## src/rtl/pingpong_pkg.sv

```systemverilog
// rtl/pingpong_pkg.sv - shared widths, field slices, field bounds, FSM states and saturating negation for the ball path
package pingpong_pkg;

  // Bus widths of the muxed / feedback ball state
  localparam int LOC_W = 22;
  localparam int VEL_W = 32;
  localparam int ANG_W = 17;

  // Per-axis widths: stored position, stored velocity, signed advance sum
  localparam int POS_W = 11;
  localparam int SPD_W = 16;
  localparam int SUM_W = 13;

  // Field slices inside the packed buses
  localparam int LOC_X_HI = 21;
  localparam int LOC_X_LO = 11;
  localparam int LOC_Y_HI = 10;
  localparam int LOC_Y_LO = 0;
  localparam int VEL_X_HI = 31;
  localparam int VEL_X_LO = 16;
  localparam int VEL_Y_HI = 15;
  localparam int VEL_Y_LO = 0;

  // Default playfield geometry (pixels)
  localparam int DEF_X_MIN  = 0;
  localparam int DEF_X_MAX  = 639;
  localparam int DEF_Y_MIN  = 0;
  localparam int DEF_Y_MAX  = 479;
  localparam int DEF_BALL_R = 4;

  typedef enum logic [2:0] {
    IDLE,
    LOAD,
    RUN,
    CALC,
    OVER
  } state_t;

  // Negate a velocity; the most negative value has no positive twin, so clip it
  function automatic logic signed [SPD_W-1:0] neg_sat_spd(input logic signed [SPD_W-1:0] v);
    if (v == {1'b1, {(SPD_W-1){1'b0}}}) begin
      return {1'b0, {(SPD_W-1){1'b1}}};
    end
    return -v;
  endfunction

  // Same clipping negation for the angle/spin field
  function automatic logic signed [ANG_W-1:0] neg_sat_ang(input logic signed [ANG_W-1:0] a);
    if (a == {1'b1, {(ANG_W-1){1'b0}}}) begin
      return {1'b0, {(ANG_W-1){1'b1}}};
    end
    return -a;
  endfunction

endpackage

```

## src/rtl/ball_step_engine_if.sv

```systemverilog
// rtl/ball_step_engine_if.sv - mux-side bus between the serve/feedback value mux and the step engine
interface ball_step_engine_if;
  import pingpong_pkg::*;

  logic             serve;
  logic             tick;
  logic             paddle_hit;
  logic [LOC_W-1:0] location_in;
  logic [VEL_W-1:0] velocity_in;
  logic [ANG_W-1:0] angle_in;

  logic             value_select;
  logic [LOC_W-1:0] location_fb;
  logic [VEL_W-1:0] velocity_fb;
  logic [ANG_W-1:0] angle_fb;
  logic             step_done;
  logic             wall_hit;
  logic             miss_top;
  logic             miss_bot;

  // Mux / game-control side
  modport master (
    output serve, tick, paddle_hit, location_in, velocity_in, angle_in,
    input  value_select, location_fb, velocity_fb, angle_fb,
    input  step_done, wall_hit, miss_top, miss_bot
  );

  // Step engine side
  modport slave (
    input  serve, tick, paddle_hit, location_in, velocity_in, angle_in,
    output value_select, location_fb, velocity_fb, angle_fb,
    output step_done, wall_hit, miss_top, miss_bot
  );

endinterface

```

## src/rtl/axis_reflect.sv

```systemverilog
// rtl/axis_reflect.sv - one axis: advance position by velocity and mirror it off the lo/hi bounds
module axis_reflect
  import pingpong_pkg::*;
#(
  parameter int LO = 4,
  parameter int HI = 635
) (
  input  logic [POS_W-1:0]        pos_i,
  input  logic signed [SPD_W-1:0] vel_i,
  output logic [POS_W-1:0]        pos_o,
  output logic signed [SPD_W-1:0] vel_o,
  output logic                    below_lo_o,
  output logic                    above_hi_o
);

  localparam logic signed [SUM_W-1:0] LO_S = SUM_W'(LO);
  localparam logic signed [SUM_W-1:0] HI_S = SUM_W'(HI);

  logic signed [SUM_W-1:0] sum;

  // Unreflected advance: position zero-extended, velocity taken at the sum width
  assign sum = $signed({{(SUM_W-POS_W){1'b0}}, pos_i}) + $signed(vel_i[SUM_W-1:0]);

  // Landing exactly on a bound is still inside the field
  assign below_lo_o = sum < LO_S;
  assign above_hi_o = sum > HI_S;

  // Mirror the overshoot about the crossed bound and reverse the velocity
  always_comb begin
    pos_o = sum[POS_W-1:0];
    vel_o = vel_i;
    if (below_lo_o) begin
      pos_o = POS_W'((LO_S <<< 1) - sum);
      vel_o = neg_sat_spd(vel_i);
    end else if (above_hi_o) begin
      pos_o = POS_W'((HI_S <<< 1) - sum);
      vel_o = neg_sat_spd(vel_i);
    end
  end

endmodule

```

## src/rtl/ball_step_engine.sv

```systemverilog
// rtl/ball_step_engine.sv - latches the muxed ball state, steps it per frame tick, reflects/misses; BALL_SPIN_EN adds spin
module ball_step_engine
  import pingpong_pkg::*;
#(
  parameter int X_MIN  = DEF_X_MIN,
  parameter int X_MAX  = DEF_X_MAX,
  parameter int Y_MIN  = DEF_Y_MIN,
  parameter int Y_MAX  = DEF_Y_MAX,
  parameter int BALL_R = DEF_BALL_R
`ifdef BALL_SPIN_EN
  ,
  parameter int VMAX   = 64
`endif
) (
  input logic               clk,
  input logic               rst,
  ball_step_engine_if.slave bus
);

  localparam logic [POS_W-1:0] Y_LO_POS = POS_W'(Y_MIN + BALL_R);
  localparam logic [POS_W-1:0] Y_HI_POS = POS_W'(Y_MAX - BALL_R);

  state_t state_q, state_d;

  logic [LOC_W-1:0] loc_q, loc_d;
  logic [VEL_W-1:0] vel_q, vel_d;
  logic [ANG_W-1:0] ang_q, ang_d;
  logic             paddle_q, paddle_d;
  logic             step_done_q, step_done_d;
  logic             wall_hit_q, wall_hit_d;
  logic             miss_top_q, miss_top_d;
  logic             miss_bot_q, miss_bot_d;
  logic             value_select;

  logic [POS_W-1:0]        x_cur, y_cur, x_next, y_adv, y_step;
  logic signed [SPD_W-1:0] vx_cur, vy_cur, vx_eff, vx_next, vy_step, y_vel_unused;
  logic signed [ANG_W-1:0] ang_cur, ang_pre, ang_step;
  logic                    x_below, x_above, y_below, y_above;
  logic                    step_wall, step_miss_top, step_miss_bot;

  assign x_cur   = loc_q[LOC_X_HI:LOC_X_LO];
  assign y_cur   = loc_q[LOC_Y_HI:LOC_Y_LO];
  assign vx_cur  = $signed(vel_q[VEL_X_HI:VEL_X_LO]);
  assign vy_cur  = $signed(vel_q[VEL_Y_HI:VEL_Y_LO]);
  assign ang_cur = $signed(ang_q);

`ifdef BALL_SPIN_EN
  localparam logic signed [SPD_W+1:0] VMAX_P = (SPD_W+2)'(VMAX);
  localparam logic signed [SPD_W+1:0] VMAX_N = -VMAX_P;

  logic signed [ANG_W-1:0] ang_shift;
  logic signed [SPD_W+1:0] vx_spin_sum;

  assign ang_shift   = ang_cur >>> 8;
  assign vx_spin_sum = $signed({{2{vx_cur[SPD_W-1]}}, vx_cur})
                     + $signed({ang_shift[ANG_W-1], ang_shift});

  // Spin bends vx before the wall test; the result is clipped to the speed limit
  always_comb begin
    vx_eff = vx_spin_sum[SPD_W-1:0];
    if (vx_spin_sum > VMAX_P) begin
      vx_eff = SPD_W'(VMAX_P);
    end else if (vx_spin_sum < VMAX_N) begin
      vx_eff = SPD_W'(VMAX_N);
    end
  end

  // Spin bleeds off by one unit per step towards zero
  always_comb begin
    ang_pre = ang_cur;
    if (ang_cur[ANG_W-1]) begin
      ang_pre = ang_cur + 17'sd1;
    end else if (ang_cur != '0) begin
      ang_pre = ang_cur - 17'sd1;
    end
  end
`else
  assign vx_eff  = vx_cur;
  assign ang_pre = ang_cur;
`endif

  axis_reflect #(
    .LO (X_MIN + BALL_R),
    .HI (X_MAX - BALL_R)
  ) u_x_axis (
    .pos_i      (x_cur),
    .vel_i      (vx_eff),
    .pos_o      (x_next),
    .vel_o      (vx_next),
    .below_lo_o (x_below),
    .above_hi_o (x_above)
  );

  // Y never reflects off the bounds; only the compares and the plain advance are used
  axis_reflect #(
    .LO (Y_MIN + BALL_R),
    .HI (Y_MAX - BALL_R)
  ) u_y_axis (
    .pos_i      (y_cur),
    .vel_i      (vy_cur),
    .pos_o      (y_adv),
    .vel_o      (y_vel_unused),
    .below_lo_o (y_below),
    .above_hi_o (y_above)
  );

  // Combine both axes into the post-step ball state; a paddle contact beats a miss
  always_comb begin
    step_wall     = x_below | x_above;
    ang_step      = step_wall ? neg_sat_ang(ang_pre) : ang_pre;
    step_miss_top = 1'b0;
    step_miss_bot = 1'b0;
    vy_step       = vy_cur;
    y_step        = y_adv;
    if (paddle_q) begin
      vy_step = neg_sat_spd(vy_cur);
      y_step  = y_cur;
    end else if (y_below) begin
      step_miss_top = 1'b1;
      y_step        = Y_LO_POS;
    end else if (y_above) begin
      step_miss_bot = 1'b1;
      y_step        = Y_HI_POS;
    end
  end

  // FSM state register
  always_ff @(posedge clk or posedge rst) begin
    if (rst) begin
      state_q <= IDLE;
    end else begin
      state_q <= state_d;
    end
  end

  // FSM next state; serve restarts from any waiting or computing state
  always_comb begin
    state_d = state_q;
    case (state_q)
      IDLE: if (bus.serve) state_d = LOAD;
      LOAD: state_d = RUN;
      RUN: begin
        if (bus.serve) begin
          state_d = LOAD;
        end else if (bus.tick) begin
          state_d = CALC;
        end
      end
      CALC: begin
        if (bus.serve) begin
          state_d = LOAD;
        end else if (step_miss_top || step_miss_bot) begin
          state_d = OVER;
        end else begin
          state_d = RUN;
        end
      end
      OVER: if (bus.serve) state_d = LOAD;
      default: state_d = IDLE;
    endcase
  end

  // FSM output: feed the mux from feedback only while a rally is live
  always_comb begin
    value_select = (state_q == RUN) || (state_q == CALC);
  end

  // Datapath next state: LOAD captures the mux, CALC commits a step and fires its pulses
  always_comb begin
    loc_d       = loc_q;
    vel_d       = vel_q;
    ang_d       = ang_q;
    paddle_d    = paddle_q;
    step_done_d = 1'b0;
    wall_hit_d  = 1'b0;
    miss_top_d  = 1'b0;
    miss_bot_d  = 1'b0;
    case (state_q)
      LOAD: begin
        loc_d = bus.location_in;
        vel_d = bus.velocity_in;
        ang_d = bus.angle_in;
      end
      RUN: begin
        if (bus.tick && !bus.serve) begin
          paddle_d = bus.paddle_hit;
        end
      end
      CALC: begin
        loc_d       = {x_next, y_step};
        vel_d       = {vx_next, vy_step};
        ang_d       = ang_step;
        step_done_d = 1'b1;
        wall_hit_d  = step_wall;
        miss_top_d  = step_miss_top;
        miss_bot_d  = step_miss_bot;
      end
      default: ;
    endcase
  end

  // Datapath registers: feedback buses, sampled paddle contact and event pulses
  always_ff @(posedge clk or posedge rst) begin
    if (rst) begin
      loc_q       <= '0;
      vel_q       <= '0;
      ang_q       <= '0;
      paddle_q    <= 1'b0;
      step_done_q <= 1'b0;
      wall_hit_q  <= 1'b0;
      miss_top_q  <= 1'b0;
      miss_bot_q  <= 1'b0;
    end else begin
      loc_q       <= loc_d;
      vel_q       <= vel_d;
      ang_q       <= ang_d;
      paddle_q    <= paddle_d;
      step_done_q <= step_done_d;
      wall_hit_q  <= wall_hit_d;
      miss_top_q  <= miss_top_d;
      miss_bot_q  <= miss_bot_d;
    end
  end

  assign bus.value_select = value_select;
  assign bus.location_fb  = loc_q;
  assign bus.velocity_fb  = vel_q;
  assign bus.angle_fb     = ang_q;
  assign bus.step_done    = step_done_q;
  assign bus.wall_hit     = wall_hit_q;
  assign bus.miss_top     = miss_top_q;
  assign bus.miss_bot     = miss_bot_q;

endmodule

```

## src/flat_wrapper.sv

```systemverilog
// flat-port wrapper written by rule: the top's interface ports become plain ports
module ball_step_engine_flat import pingpong_pkg::*;
#(
  parameter int X_MIN  = DEF_X_MIN,
  parameter int X_MAX  = DEF_X_MAX,
  parameter int Y_MIN  = DEF_Y_MIN,
  parameter int Y_MAX  = DEF_Y_MAX,
  parameter int BALL_R = DEF_BALL_R

)
  (clk, rst, bus_serve, bus_tick, bus_paddle_hit, bus_location_in, bus_velocity_in, bus_angle_in, bus_value_select, bus_location_fb, bus_velocity_fb, bus_angle_fb, bus_step_done, bus_wall_hit, bus_miss_top, bus_miss_bot);
  ball_step_engine_if bus_i ();
  input logic clk;
  input logic rst;
  input wire logic [$bits(bus_i.serve)-1:0] bus_serve;
  input wire logic [$bits(bus_i.tick)-1:0] bus_tick;
  input wire logic [$bits(bus_i.paddle_hit)-1:0] bus_paddle_hit;
  input wire logic [$bits(bus_i.location_in)-1:0] bus_location_in;
  input wire logic [$bits(bus_i.velocity_in)-1:0] bus_velocity_in;
  input wire logic [$bits(bus_i.angle_in)-1:0] bus_angle_in;
  output wire logic [$bits(bus_i.value_select)-1:0] bus_value_select;
  output wire logic [$bits(bus_i.location_fb)-1:0] bus_location_fb;
  output wire logic [$bits(bus_i.velocity_fb)-1:0] bus_velocity_fb;
  output wire logic [$bits(bus_i.angle_fb)-1:0] bus_angle_fb;
  output wire logic [$bits(bus_i.step_done)-1:0] bus_step_done;
  output wire logic [$bits(bus_i.wall_hit)-1:0] bus_wall_hit;
  output wire logic [$bits(bus_i.miss_top)-1:0] bus_miss_top;
  output wire logic [$bits(bus_i.miss_bot)-1:0] bus_miss_bot;
  assign bus_i.serve = bus_serve;
  assign bus_i.tick = bus_tick;
  assign bus_i.paddle_hit = bus_paddle_hit;
  assign bus_i.location_in = bus_location_in;
  assign bus_i.velocity_in = bus_velocity_in;
  assign bus_i.angle_in = bus_angle_in;
  assign bus_value_select = bus_i.value_select;
  assign bus_location_fb = bus_i.location_fb;
  assign bus_velocity_fb = bus_i.velocity_fb;
  assign bus_angle_fb = bus_i.angle_fb;
  assign bus_step_done = bus_i.step_done;
  assign bus_wall_hit = bus_i.wall_hit;
  assign bus_miss_top = bus_i.miss_top;
  assign bus_miss_bot = bus_i.miss_bot;
  ball_step_engine #(.X_MIN(X_MIN), .X_MAX(X_MAX), .Y_MIN(Y_MIN), .Y_MAX(Y_MAX), .BALL_R(BALL_R)) u_core (.clk(clk), .rst(rst), .bus(bus_i));
endmodule
```

## config.mk

```make
export PLATFORM = sky130hd
export DESIGN_NAME = ball_step_engine_flat
export DESIGN_NICKNAME = d
export VERILOG_FILES = /design/src/rtl/pingpong_pkg.sv /design/src/rtl/ball_step_engine_if.sv /design/src/rtl/axis_reflect.sv /design/src/rtl/ball_step_engine.sv /design/src/flat_wrapper.sv
export SDC_FILE = /design/constraint.sdc
export NUM_CORES = 1
export LEC_CHECK = 0
export ABC_AREA = 1
export CAP_MARGIN = 40
export CORE_MARGIN = 2
export CORE_UTILIZATION = 56
export DETAILED_ROUTE_END_ITERATION = 10
export PLACE_DENSITY = 0.94
export REMOVE_ABC_BUFFERS = 1
export SYNTH_ARGS = -nofsm -noshare
export SYNTH_HDL_FRONTEND = slang
export SYNTH_SLANG_ARGS = --single-unit
```

## constraint.sdc

```tcl
create_clock -name clk -period 6.8 [get_ports clk]
set_input_delay 1.36 -clock clk [delete_from_list [all_inputs] [get_ports clk]]
set_output_delay 1.36 -clock clk [all_outputs]
set_load 0.02 [all_outputs]
```

==> impl_metrics.tcl <==
set metrics [dict create \
    cts-resized-gates 0 \
    multi_input_area_sq_um 4168 \
    worstSetupStartpointType "flip-flop" \
    status "completed" \
    syn_to_final_growth_pct 28.40 \
    postSynthCellCount 1056 \
    min_period_ns 3.542 \
    ctsHtreeMaxLevel 3 \
    cts_root_buf "clkbuf_16" \
    async_flop_share 1.000 \
    setup_viol_count_final 0 \
    placed_area_sq_um 8419 \
    layout-drive-gt1-share 0.04576 \
    clock-sinks 79 \
    via_per_inst 5.615 \
    postSynthAreaPerCell_sq_um 6.430 \
    grt_pass1_vias 7149 \
    via_count 7574 \
    antenna_found_initial 0 \
    synth-edff-count 0 \
    worst_slew_pin_slew_ns 0.8202 \
    period_share 0.5209 \
    insertion_delay_ns 0.35 \
    ctsHoldBuffers 0 \
    synth_seq_area_share 0.2911 \
    slew-limit-headroom 0.4532 \
    cp_top_family "simple AND/OR/NAND/NOR gates" \
    nets 1304 \
    fp-row-count 40 \
    dr.pass1.iters 5 \
    globalRouteOverflowTotal 0 \
    drcViolationCount 0 \
    yosys_warnings 0 \
    avgRoutedWirePerCell_um 15.32 \
    arrival_ns 3.78 \
    ys_seq_elements 79 \
    end_kind "flip-flop" \
    worstPathMaxFanout 62 \
    num_io_pins 152 \
    grt_setup_unrepaired "no" \
    cap_violations 0 \
    totalWireLength_um 20670 \
    synth_flop_cell "dfrtp_1" \
    cts.clk_slew.worst_paths_ns 0.06 \
    clockBufferDepth 2 \
    yosysTopAreaCellShare 0.2911 \
    numCtsBuffers 9 \
    fillers 911 \
    crit_chain "ha_1, inv_1, fa_1, inv_1, ha_1, o21ai_0, inv_1, nor2_1, nand2_1, o21ai_0, inv_1, nand2_1, nand2_1, nand2_4, nand2_4, nand2_8, inv_1, nand2_1, nand2_1" \
    post-cts-setup-buffers 0 \
    fin_area_sq_um 8718 \
    fin_skew_ns 0.009985 \
    cp.required_ns 7.03 \
    max_freq_mhz 282.3 \
    core_area_sq_um 11910 \
    cpPeakStageDelay_ns 0.57 \
    final_max_slew_viol_count 0 \
    hold_viol 0 \
    synth_area_leaders "dfrtp_1 29%, nand2_1 18%, inv_1 7.1%, nor2_1 6.5%, nand3_1 5.7%" \
    cts_tree "yes" \
    critPathKind "reg2reg" \
    io_buffers 151 \
    grt_pass1_wl_um 33930 \
    initial_core_util 0.5701 \
    fin_tns_setup_ns 0 \
    synth_area_sq_um 6790 \
    drt-initial-drc-count 600 \
    postRouteAntennaNets 0 \
    synthDistinctLibCells 41 \
    die_h_um 114.1 \
    antenna_cells 0 \
    cp_num_buf_inv 5 \
    grt_max_degree 71 \
    grt_util_all_layers 0.3243 \
    hpwl_um 15400 \
    die_w_um 114.1 \
    holdCritPathClass "reg2reg" \
    gp_congestion 0.9550 \
    regArea_sq_um 1977 \
    yosys.area.top_type "dfrtp_1" \
    die_area_sq_um 13020 \
    worst_path_max_delay_cell "fa_1" \
]
registers in the layout, indices dropped and copies added, names as in the netlist:
name	count
u_core.bus.angle_fb	17
u_core.bus.location_fb	22
u_core.bus.velocity_fb	32
u_core.paddle_q	1
u_core.bus.step_done	1
u_core.state_q	3
u_core.bus.wall_hit	1
u_core.bus.miss_top	1
u_core.bus.miss_bot	1
stage by stage:
step	utilization	worst slack, ns	hold slack [ns]	instances
floorplan	-	1.672	0.4122	1030
global placement	0.7033	3.415	0.4307	1332
detailed placement	0.7068	3.310	0.4489	1334
CTS	0.7319	3.299	0.4624	1349
global route	0.7319	2.976	0.4733	1349
finish	0.7319	3.258	0.4632	1349
layout make-up:
cell class | instances | share of cell area
sequential | 79 | 0.2268
tap | 147 | 0.02110
timing repair buffer | 157 | 0.1817
inverter | 134 | 0.05812
clock inverter | 3 | 0.004879
multi-input combinational | 817 | 0.4780
clock buffer | 12 | 0.02942
path summary, 6_finish.rpt:
| check | from | to | cells after the start | slack (ns) |
|---|---|---|---|---|
| worst max-delay path | u_core.bus.velocity_fb[16] | u_core.bus.velocity_fb[29] | 19 | 3.26 |
| worst min-delay path | u_core.paddle_q | u_core.bus.miss_bot | 1 | 0.46 |
| worst max register to register | u_core.bus.velocity_fb[16] | u_core.bus.velocity_fb[29] | 19 | 3.26 |
| worst min register to register | u_core.paddle_q | u_core.bus.miss_bot | 1 | 0.46 |
| max in group asynchronous | rst | u_core.bus.location_fb[18] | 4 | 4.82 |
| min in group asynchronous | rst | u_core.bus.location_fb[0] | 3 | 1.39 |
Yosys cell counts, types with 2 or more instances:
cell type / count
inv_1: 128
ha_1: 28
o21ai_0: 41
o211ai_1: 5
o221ai_1: 7
nand4_1: 18
nand3_2: 3
fa_1: 2
dfrtp_1: 79
a31oi_1: 2
buf_1: 2
nand2_1: 324
nor2_2: 2
buf_2: 2
xnor2_1: 7
o22ai_1: 4
xor2_1: 43
a21oi_1: 59
or2_2: 5
inv_2: 4
clkbuf_1: 15
nor3_1: 22
nand3_1: 77
nor2_1: 118
o21ai_1: 17
nand2_2: 12
o22a_1: 6
nand3b_1: 4
nand2_4: 3
buf_6: 6
cell families after synthesis:
| family | count (synthesis) | share of synthesized area |
|---|---|---|
| AND/OR/NAND/NOR | 591 | 0.3706 |
| XOR/XNOR | 50 | 0.06449 |
| buffers and inverters | 160 | 0.09637 |
| flip-flops | 79 | 0.2911 |
| AO/OA/AOI/OAI | 146 | 0.1200 |
| adder cells (fa/ha/maj) | 30 | 0.05749 |
cells in the final DEF (no fill, tap or decap), drive strengths merged, types with 7 or more instances in the layout:
master,n
xor2,43
nand4,18
nand3,80
clkdlybuf4s50,151
xnor2,7
nand2,340
nor2,120
a21oi,60
dfrtp,79
o221ai,7
nor3,23
clkbuf,12
o21ai,58
inv,132
ha,28
routing by layer:
metal | part of all wire | vias up | track usage | wire [um]
met5 | 0 | - | 0 | 0
met3 | 0.083 | 46 | 0.06300 | 1720
met4 | 0.028 | 0 | 0.1382 | 580
met2 | 0.47 | 339 | 0.5286 | 9721
met1 | 0.42 | 3504 | 0.4228 | 8647
li1 | - | 3685 | - | -
Power is left out: the tool's default activity adds up to more than one toggle a clock period on the data nets, which glitch-free logic cannot reach.
